### src/rtl/bus_pkg.sv
// Shared types and constants for the CPU/OAM-DMA memory bus arbiter.
// Optional START delay is enabled with the DMA_START_DELAY_EN macro.
package bus_pkg;

   typedef enum logic [1:0] {
      IDLE,
      START,
      READ,
      WRITE
   } dma_state_t;

   localparam logic [15:0] DMA_REG_ADDR   = 16'hFF46;
   localparam logic [15:0] OAM_BASE       = 16'hFE00;
   localparam logic [15:0] IO_BASE        = 16'hFF00;
   localparam logic [7:0]  ECHO_BASE_PAGE = 8'hE0;
   localparam logic [7:0]  BLOCKED_RDATA  = 8'hFF;
   localparam int          START_DELAY    = 4;

   // Pages E0-FF mirror C0-DF (echo RAM)
   function automatic logic [7:0] src_page(input logic [7:0] src);
      return (src >= ECHO_BASE_PAGE) ? (src - 8'h20) : src;
   endfunction

endpackage

### src/rtl/oam_dma_engine.sv
// OAM DMA engine: copies OAM_LEN bytes from page {src,00} to 0xFE00.
// DMA_START_DELAY_EN stretches START to START_DELAY clocks.
module oam_dma_engine
   import bus_pkg::*;
#(
   parameter int OAM_LEN = 160
) (
   input  logic        clk,
   input  logic        rst_n,
   input  logic        trigger_i,
   input  logic [7:0]  trig_data_i,
   input  logic        stall_i,
   input  logic [7:0]  mem_rdata_i,
   output logic        req_read_o,
   output logic        req_write_o,
   output logic [15:0] addr_o,
   output logic [7:0]  wdata_o,
   output logic        active_o,
   output logic        done_o,
   output logic [7:0]  src_o
);

   localparam logic [7:0] LAST_IDX = 8'(OAM_LEN - 1);

   dma_state_t state_q, state_d;
   logic [7:0] count_q, count_d;
   logic [7:0] buf_q, buf_d;
   logic [7:0] src_q, src_d;
   logic       done_q, done_d;
`ifdef DMA_START_DELAY_EN
   logic [2:0] dly_q, dly_d;
`endif

   // Engine state, byte counter, data buffer and source page
   always_ff @(posedge clk or negedge rst_n) begin
      if (!rst_n) begin
         state_q <= IDLE;
         count_q <= '0;
         buf_q   <= '0;
         src_q   <= '0;
         done_q  <= 1'b0;
`ifdef DMA_START_DELAY_EN
         dly_q   <= '0;
`endif
      end else begin
         state_q <= state_d;
         count_q <= count_d;
         buf_q   <= buf_d;
         src_q   <= src_d;
         done_q  <= done_d;
`ifdef DMA_START_DELAY_EN
         dly_q   <= dly_d;
`endif
      end
   end

   // Next state and DMA bus request; a stall holds READ/WRITE in place
   always_comb begin
      state_d     = state_q;
      count_d     = count_q;
      buf_d       = buf_q;
      src_d       = src_q;
      done_d      = 1'b0;
`ifdef DMA_START_DELAY_EN
      dly_d       = dly_q;
`endif
      req_read_o  = 1'b0;
      req_write_o = 1'b0;
      addr_o      = '0;
      wdata_o     = '0;
      unique case (state_q)
         IDLE: ;
         START: begin
`ifdef DMA_START_DELAY_EN
            if (dly_q == 3'(START_DELAY - 1)) state_d = READ;
            else dly_d = dly_q + 3'd1;
`else
            state_d = READ;
`endif
         end
         READ: begin
            if (!stall_i) begin
               req_read_o = 1'b1;
               addr_o     = {src_page(src_q), count_q};
               buf_d      = mem_rdata_i;
               state_d    = WRITE;
            end
         end
         WRITE: begin
            if (!stall_i) begin
               req_write_o = 1'b1;
               addr_o      = OAM_BASE + {8'h00, count_q};
               wdata_o     = buf_q;
               if (count_q == LAST_IDX) begin
                  state_d = IDLE;
                  done_d  = 1'b1;
               end else begin
                  count_d = count_q + 8'd1;
                  state_d = READ;
               end
            end
         end
         default: state_d = IDLE;
      endcase
      if (trigger_i) begin
         src_d   = trig_data_i;
         count_d = '0;
         state_d = START;
         done_d  = 1'b0;
`ifdef DMA_START_DELAY_EN
         dly_d   = '0;
`endif
      end
   end

   assign active_o = (state_q != IDLE);
   assign done_o   = done_q;
   assign src_o    = src_q;

endmodule

### src/rtl/mem_bus_arbiter.sv
// CPU / OAM-DMA arbiter in front of a single-port memory.
// Optional DMA start delay: define DMA_START_DELAY_EN.
module mem_bus_arbiter
   import bus_pkg::*;
#(
   parameter int OAM_LEN = 160
) (
   input  logic        clk,
   input  logic        reset,
   input  logic        cpu_req_read,
   input  logic        cpu_req_write,
   input  logic [15:0] cpu_addr,
   input  logic [7:0]  cpu_wdata,
   output logic [7:0]  cpu_rdata,
   output logic        mem_req_read,
   output logic        mem_req_write,
   output logic [15:0] mem_addr,
   output logic [7:0]  mem_wdata,
   input  logic [7:0]  mem_rdata,
   output logic        dma_active,
   output logic        dma_done
);

   logic        cpu_wr, cpu_rd, cpu_any;
   logic        hit_reg, hit_io;
   logic        trigger, stall, cpu_pass;
   logic        dma_rd, dma_wr;
   logic [15:0] dma_addr;
   logic [7:0]  dma_wdata, dma_src;

   assign cpu_wr   = cpu_req_write;
   assign cpu_rd   = cpu_req_read & ~cpu_req_write;
   assign cpu_any  = cpu_req_read | cpu_req_write;
   assign hit_reg  = (cpu_addr == DMA_REG_ADDR);
   assign hit_io   = (cpu_addr >= IO_BASE);
   assign trigger  = cpu_wr & hit_reg;
   assign stall    = dma_active & cpu_any & hit_io;
   assign cpu_pass = cpu_any & ~hit_reg & (~dma_active | hit_io);

   oam_dma_engine #(
      .OAM_LEN(OAM_LEN)
   ) u_dma (
      .clk        (clk),
      .rst_n      (reset),
      .trigger_i  (trigger),
      .trig_data_i(cpu_wdata),
      .stall_i    (stall),
      .mem_rdata_i(mem_rdata),
      .req_read_o (dma_rd),
      .req_write_o(dma_wr),
      .addr_o     (dma_addr),
      .wdata_o    (dma_wdata),
      .active_o   (dma_active),
      .done_o     (dma_done),
      .src_o      (dma_src)
   );

   // Bus owner mux; the bus is forced quiet while reset is held
   always_comb begin
      mem_req_read  = 1'b0;
      mem_req_write = 1'b0;
      mem_addr      = '0;
      mem_wdata     = '0;
      unique case (1'b1)
         !reset: ;
         reset && cpu_pass: begin
            mem_req_read  = cpu_rd;
            mem_req_write = cpu_wr;
            mem_addr      = cpu_addr;
            mem_wdata     = cpu_wr ? cpu_wdata : 8'h00;
         end
         default: begin
            mem_req_read  = dma_rd;
            mem_req_write = dma_wr;
            mem_addr      = dma_addr;
            mem_wdata     = dma_wdata;
         end
      endcase
   end

   // CPU read data: DMA register, blocked space, or memory
   always_comb begin
      cpu_rdata = mem_rdata;
      unique case (1'b1)
         hit_reg:               cpu_rdata = dma_src;
         dma_active && !hit_io: cpu_rdata = BLOCKED_RDATA;
         default: ;
      endcase
   end

endmodule

### config.mk
export PLATFORM = sky130hd
export DESIGN_NAME = mem_bus_arbiter
export DESIGN_NICKNAME = d
export VERILOG_FILES = /design/src/rtl/bus_pkg.sv /design/src/rtl/oam_dma_engine.sv /design/src/rtl/mem_bus_arbiter.sv
export SDC_FILE = /design/constraint.sdc
export NUM_CORES = 1
export LEC_CHECK = 0
export CAP_MARGIN = 10
export CORE_MARGIN = 2
export CORE_UTILIZATION = 47
export DETAILED_ROUTE_END_ITERATION = 10
export PLACE_DENSITY_LB_ADDON = 0.05
export SLEW_MARGIN = 30
export SYNTH_ARGS = -nofsm -noshare
export SYNTH_HDL_FRONTEND = slang
export SYNTH_SLANG_ARGS = --single-unit
export TNS_END_PERCENT = 30
### constraint.sdc
create_clock -name clk -period 6.1 [get_ports clk]
set_input_delay 0.61 -clock clk [delete_from_list [all_inputs] [get_ports clk]]
set_output_delay 0.61 -clock clk [all_outputs]
set_load 0.02 [all_outputs]
# Yosys cells after proc, flatten, opt, wreduce, memory -nomap -nowiden
# Cells that the tools add are included.
dict set report word_totals {
  register_bits 27
  latchBits 0
  ram_bits 0
  romBits 0
  in_bits 36
  out_inout_bits 36
  wordCells 69
  memories 0
}
dict set report op_classes {
  addsub 3
  n_mul 0
  div_mod_pow 0
  n_lt_le_gt_ge 2
  n_eq_ne 9
  n_shift 0
  n_mux 28
  bitwise_logic 12
  reduce_logical 10
}
# cell count
set op_table {}
lappend op_table {{$mux 8} 8}
lappend op_table {{$pmux 16 s2} 2}
lappend op_table {{$mux 16} 2}
lappend op_table {{$pmux 8 s2} 2}
lappend op_table {{$eq 16x16->1 const B} 1}
lappend op_table {{$ge 16x16->1 const B} 1}
lappend op_table {{$add 10x9->11 const A} 1}
lappend op_table {{$add 8x1->8 const B} 1}
lappend op_table {{$eq 8x8->1 const B} 1}
lappend op_table {{$ge 8x8->1 const B} 1}
lappend op_table {{$mux 2} 4}
lappend op_table {{$sub 8x6->8 const B} 1}
lappend op_table {{$mux 1} 7}
lappend op_table {{$and 1x1->1} 6}
lappend op_table {{$ne 3x3->1 const B} 2}
lappend op_table {{$pmux 2 s3} 1}
lappend op_table {{$reduce_and 3->1} 2}
lappend op_table {{$eq 2x2->1 const B} 2}
lappend op_table {{$ne 2x2->1 const B} 2}
lappend op_table {{$not 1->1} 4}
lappend op_table {{$pmux 1 s2} 2}
lappend op_table {{$reduce_bool 2->1} 2}
lappend op_table {{$reduce_bool 4->1} 1}
lappend op_table {{$eq 2x1->1 const B} 1}
lappend op_table {{other kinds (4)} 7}

# Logic depth before layout (Yosys ltp)
dict set report logic_depth {
  word_depth 6
  depth_mapped 8
  ltp_nobuf 7
}

# Modules after synthesis
# From an unflattened synthesis, not the netlist that was laid out.
dict set report hier_totals {
  hier_cells 249
  area_unflattened_um2 2205.9
}
# mod n_inst cells_each area_per_inst_um2 seq_area_each_um2
set by_module_without_submodules {}
lappend by_module_without_submodules {oam_dma_engine 1 140 1493.9 675.6}
lappend by_module_without_submodules {mem_bus_arbiter 1 109 711.9 0.0}

# Least setup slack after synthesis
# No wires, ideal clock.
dict set report synth_timing {
  kind {input-to-output}
  start {input cpu_addr[4]}
  end {output mem_addr[14]}
  arrival_ns 2.325
  t_required_ns 5.490
  setup_slack_ns 3.165
  path_stages 5
  n_path_buf 0
  cell_sequence {or4b_4 -> nor4_4 -> a211oi_1 -> or2_2 -> o211ai_1}
}
dict set report synth_between {
  elab_chain_cells 6
  word_cells_on_any_way 12
  cone_classes {order compare: 1; eq/ne: 1; mux: 4; bitwise: 5; reduce/logical: 1}
}
# element line_no
set synth_lines {}
lappend synth_lines {{from (decl)} mem_bus_arbiter.sv:12} ;# input logic [15:0] cpu_addr,
lappend synth_lines {{branches (longest 5 deep; another with $ge 16x16->1)} --}
lappend synth_lines {{$pmux 16 s2 (*)} mem_bus_arbiter.sv:64} ;# unique case (1'b1)
lappend synth_lines {{to (decl)} mem_bus_arbiter.sv:17} ;# output logic [15:0] mem_addr,
# Mark *: on every way between the ends.

# Final worst setup path
dict set report layout_timing {
  start {input cpu_addr[8]}
  end {output mem_wdata[7]}
}
dict set report layout_between {
  elab_chain_cells 6
  word_cells_on_any_way 11
  cone_classes {order compare: 1; eq/ne: 1; mux: 3; bitwise: 5; reduce/logical: 1}
}
# element line_no
set layout_lines {}
lappend layout_lines {{branches (longest 5 deep; another with $ge 16x16->1)} --}
lappend layout_lines {{$pmux 8 s2 (*)} mem_bus_arbiter.sv:64}
lappend layout_lines {{to (decl)} mem_bus_arbiter.sv:18} ;# output logic [7:0] mem_wdata,
# Marks and branches as above.

==> impl_metrics.tcl <==
set metrics [dict create \
    status "complete, no violations" \
    port_buffers 71 \
    totalWireLength_um 5420 \
    fp.coreArea_um2 3660 \
    wl_per_cell_um 17.2 \
    postCtsSetupRepairBufs 0 \
    synth_area_leaders "dfrtp_1 38%, a22o_1 8.4%, nand2_1 8.2%, mux2_2 5.1%, ha_1 3.5%" \
    fp.dieW_um 65.6 \
    critPathCaptureType "primary output" \
    grt_usage 0.262 \
    reg2reg_depth 6 \
    timing_worst_setup_path_type "input port to primary output" \
    dieArea_um2 4300 \
    synth_edf_count 0 \
    crit_end "mem_wdata[7]" \
    clkTransAtPathRegs_ns 0.10 \
    maxCapViolCount 0 \
    hold_buffers 0 \
    seqPwrFrac 0.353 \
    area_growth_pct 45.1 \
    synth_common_cells "39 x nand2_1, 27 x dfrtp_1, 17 x a22o_1" \
    p_leak_nw 1.06 \
    dp_hpwl_um 4030 \
    synth_top_area_cell "dfrtp_1" \
    slew_headroom 0.400 \
    post_cts_resized 0 \
    first_iter_violations 81 \
    rsz0062_at_grt "no" \
    required_ns 5.49 \
    grt_pass1_wl_um 8580 \
    hold_ws_ns 0.517 \
    dp_cells 310 \
    viasPerCell 5.72 \
    ys_types 42 \
    comb_power_share 0.517 \
    clock-root-buffer "clkbuf_8" \
    ys.flop_type "dfrtp_1" \
    power.switching_mw 0.314 \
    vias 1797 \
    grt_max_degree 21 \
    ys_seq_area_frac 0.379 \
    min_period_ns 4.36 \
    io_pins 72 \
    drc 0 \
    ys_seq_elements 27 \
    p_int_mw 0.482 \
    power_mw 0.796 \
    utilization 0.706 \
    power.density_nw_per_um2 308 \
    placed_area_um2 2540 \
    power.share.clock 0.130 \
    drt_first_pass_iters 4 \
    avgSynthCellArea_um2 9.13 \
    initial_core_util 0.486 \
    drv_slew 0 \
    cts_sinks 27 \
    min_period_over_period 0.715 \
    skew_ns 0.00660 \
    htree_levels 1 \
    synth_most_common_cell "nand2_1" \
    synth-async-reset-ratio 1.00 \
    gp_routability_congestion 0.891 \
    nFillCells 294 \
    synth_nets 236 \
    final_area_um2 2580 \
    chipHeight_um 65.6 \
    rows 22 \
    reg2reg_setup_slack_ns 3.75 \
    final_hold_viol_count 0 \
    grt_pass1_vias 1714 \
    setup_ws_ns 1.74 \
    crit_start "cpu_addr[8]" \
    setup_viol_count_final 0 \
    synthCells 195 \
    finalSetupTns_ns 0 \
    seq_area_um2 676 \
    crit_fanout 13 \
    ir_drop_mv 0.195 \
    antenna_found_initial 0 \
    r2r_end "u_dma.count_q[4]" \
    ant_nets 0 \
    yosysWarnings 0 \
    final_cells 314 \
    drive_above_1_share 0.0789 \
    cts_tree "yes" \
    startpoint_type "input port" \
    rr_startpoint "u_dma.state_q[1]" \
    cts_buffer_depth 2 \
    cp.arrival_ns 3.75 \
    cts_made_buffers 3 \
    nets 308 \
    switching_share 0.395 \
    min_from "u_dma.buf_q[7]" \
    insertion_delay_ns 0.27 \
    n_antenna_cell 0 \
    grt_overflow 0 \
    dp_slack_ns 1.72 \
    synth_top_cell_area_share 0.379 \
    multi_input_area_um2 1050 \
    syn_area_um2 1780 \
    fmax_mhz 229 \
    worst_hold_path_type "flip-flop to flip-flop" \
    tightest_slew_ns 0.896 \
]
-- layout make-up --
cell class	instances	area share
timing repair buffer	73	0.281
clock buffer	4	0.0174
sequential	27	0.262
tap	48	0.0232
inverter	7	0.0102
multi-input combinational	155	0.407
-- routing by layer --
| metal | share of wire | global-route usage | vias up | routed length [um] |
|---|---|---|---|---|
| met1 | 0.46 | 0.385 | 848 | 2520 |
| li1 | - | - | 892 | - |
| met2 | 0.48 | 0.416 | 55 | 2620 |
| met4 | 0.0041 | 0.0547 | 0 | 22 |
| met3 | 0.048 | 0.0291 | 2 | 261 |
| met5 | 0 | 0 | - | 0 |
-- layout by cell type (no fill, tap or decap), drive strengths merged, types with 2 or more instances in the layout --
cell,instances
nor3,4
o22a,5
o211ai,4
nand3,6
nor4,2
inv,7
o31ai,2
or3,4
nand2,39
and3,2
ha,5
a211oi,2
buf,2
a21oi,7
clkbuf,4
mux2,8
a22o,17
nor2,11
or4,4
clkdlybuf4s50,71
nand4,2
o21ai,10
a221o,4
dfrtp,27
-- kinds of logic (layout without fill, tap and decap cells) --
kind of cell	after synthesis	after routing	synth area share
xor+xnor	1	1	0.00492
fa+ha+maj	5	5	0.0351
compound gates	60	60	0.259
flops	27	27	0.379
simple gates	81	81	0.241
buf+inv	13	84	0.0302
mux	8	8	0.0506
-- worst max-delay path, stage by stage --
cell	delay [ns]
clkdlybuf4s50_1	0.50
nand4_1	0.29
nor4_4	0.57
nor3_1	0.16
nor3b_2	0.78
a22o_1	0.25
clkdlybuf4s50_1	0.60
-- flip-flops by register name, indices dropped and copies added (netlist names) --
register and count:
u_dma.buf_q 8, u_dma.done_o 1, u_dma.state_q 2, u_dma.count_q 8
u_dma.src_o 8
-- how the worst min path moves through the flow --
stage	cells past startpoint	endpoint	slack, ns
after floorplan	0	u_dma.buf_q[0]	0.31
after global placement	2	u_dma.src_o[0]	0.49
after detailed placement	1	u_dma.buf_q[0]	0.49
after CTS	1	u_dma.buf_q[0]	0.52
after global routing	1	u_dma.buf_q[0]	0.54
final	1	u_dma.buf_q[7]	0.52
-- power by group through the flow --
stage / Combinational [mW] / Sequential [mW] / Clock, mW
floorplan: 0.256 / 0.269 / 0
global placement: 0.406 / 0.282 / 0
detailed placement: 0.411 / 0.283 / 0
CTS: 0.412 / 0.280 / 0.106
global route: 0.448 / 0.290 / 0.114
finish: 0.412 / 0.281 / 0.104
(Power assumes the default switching activity.)
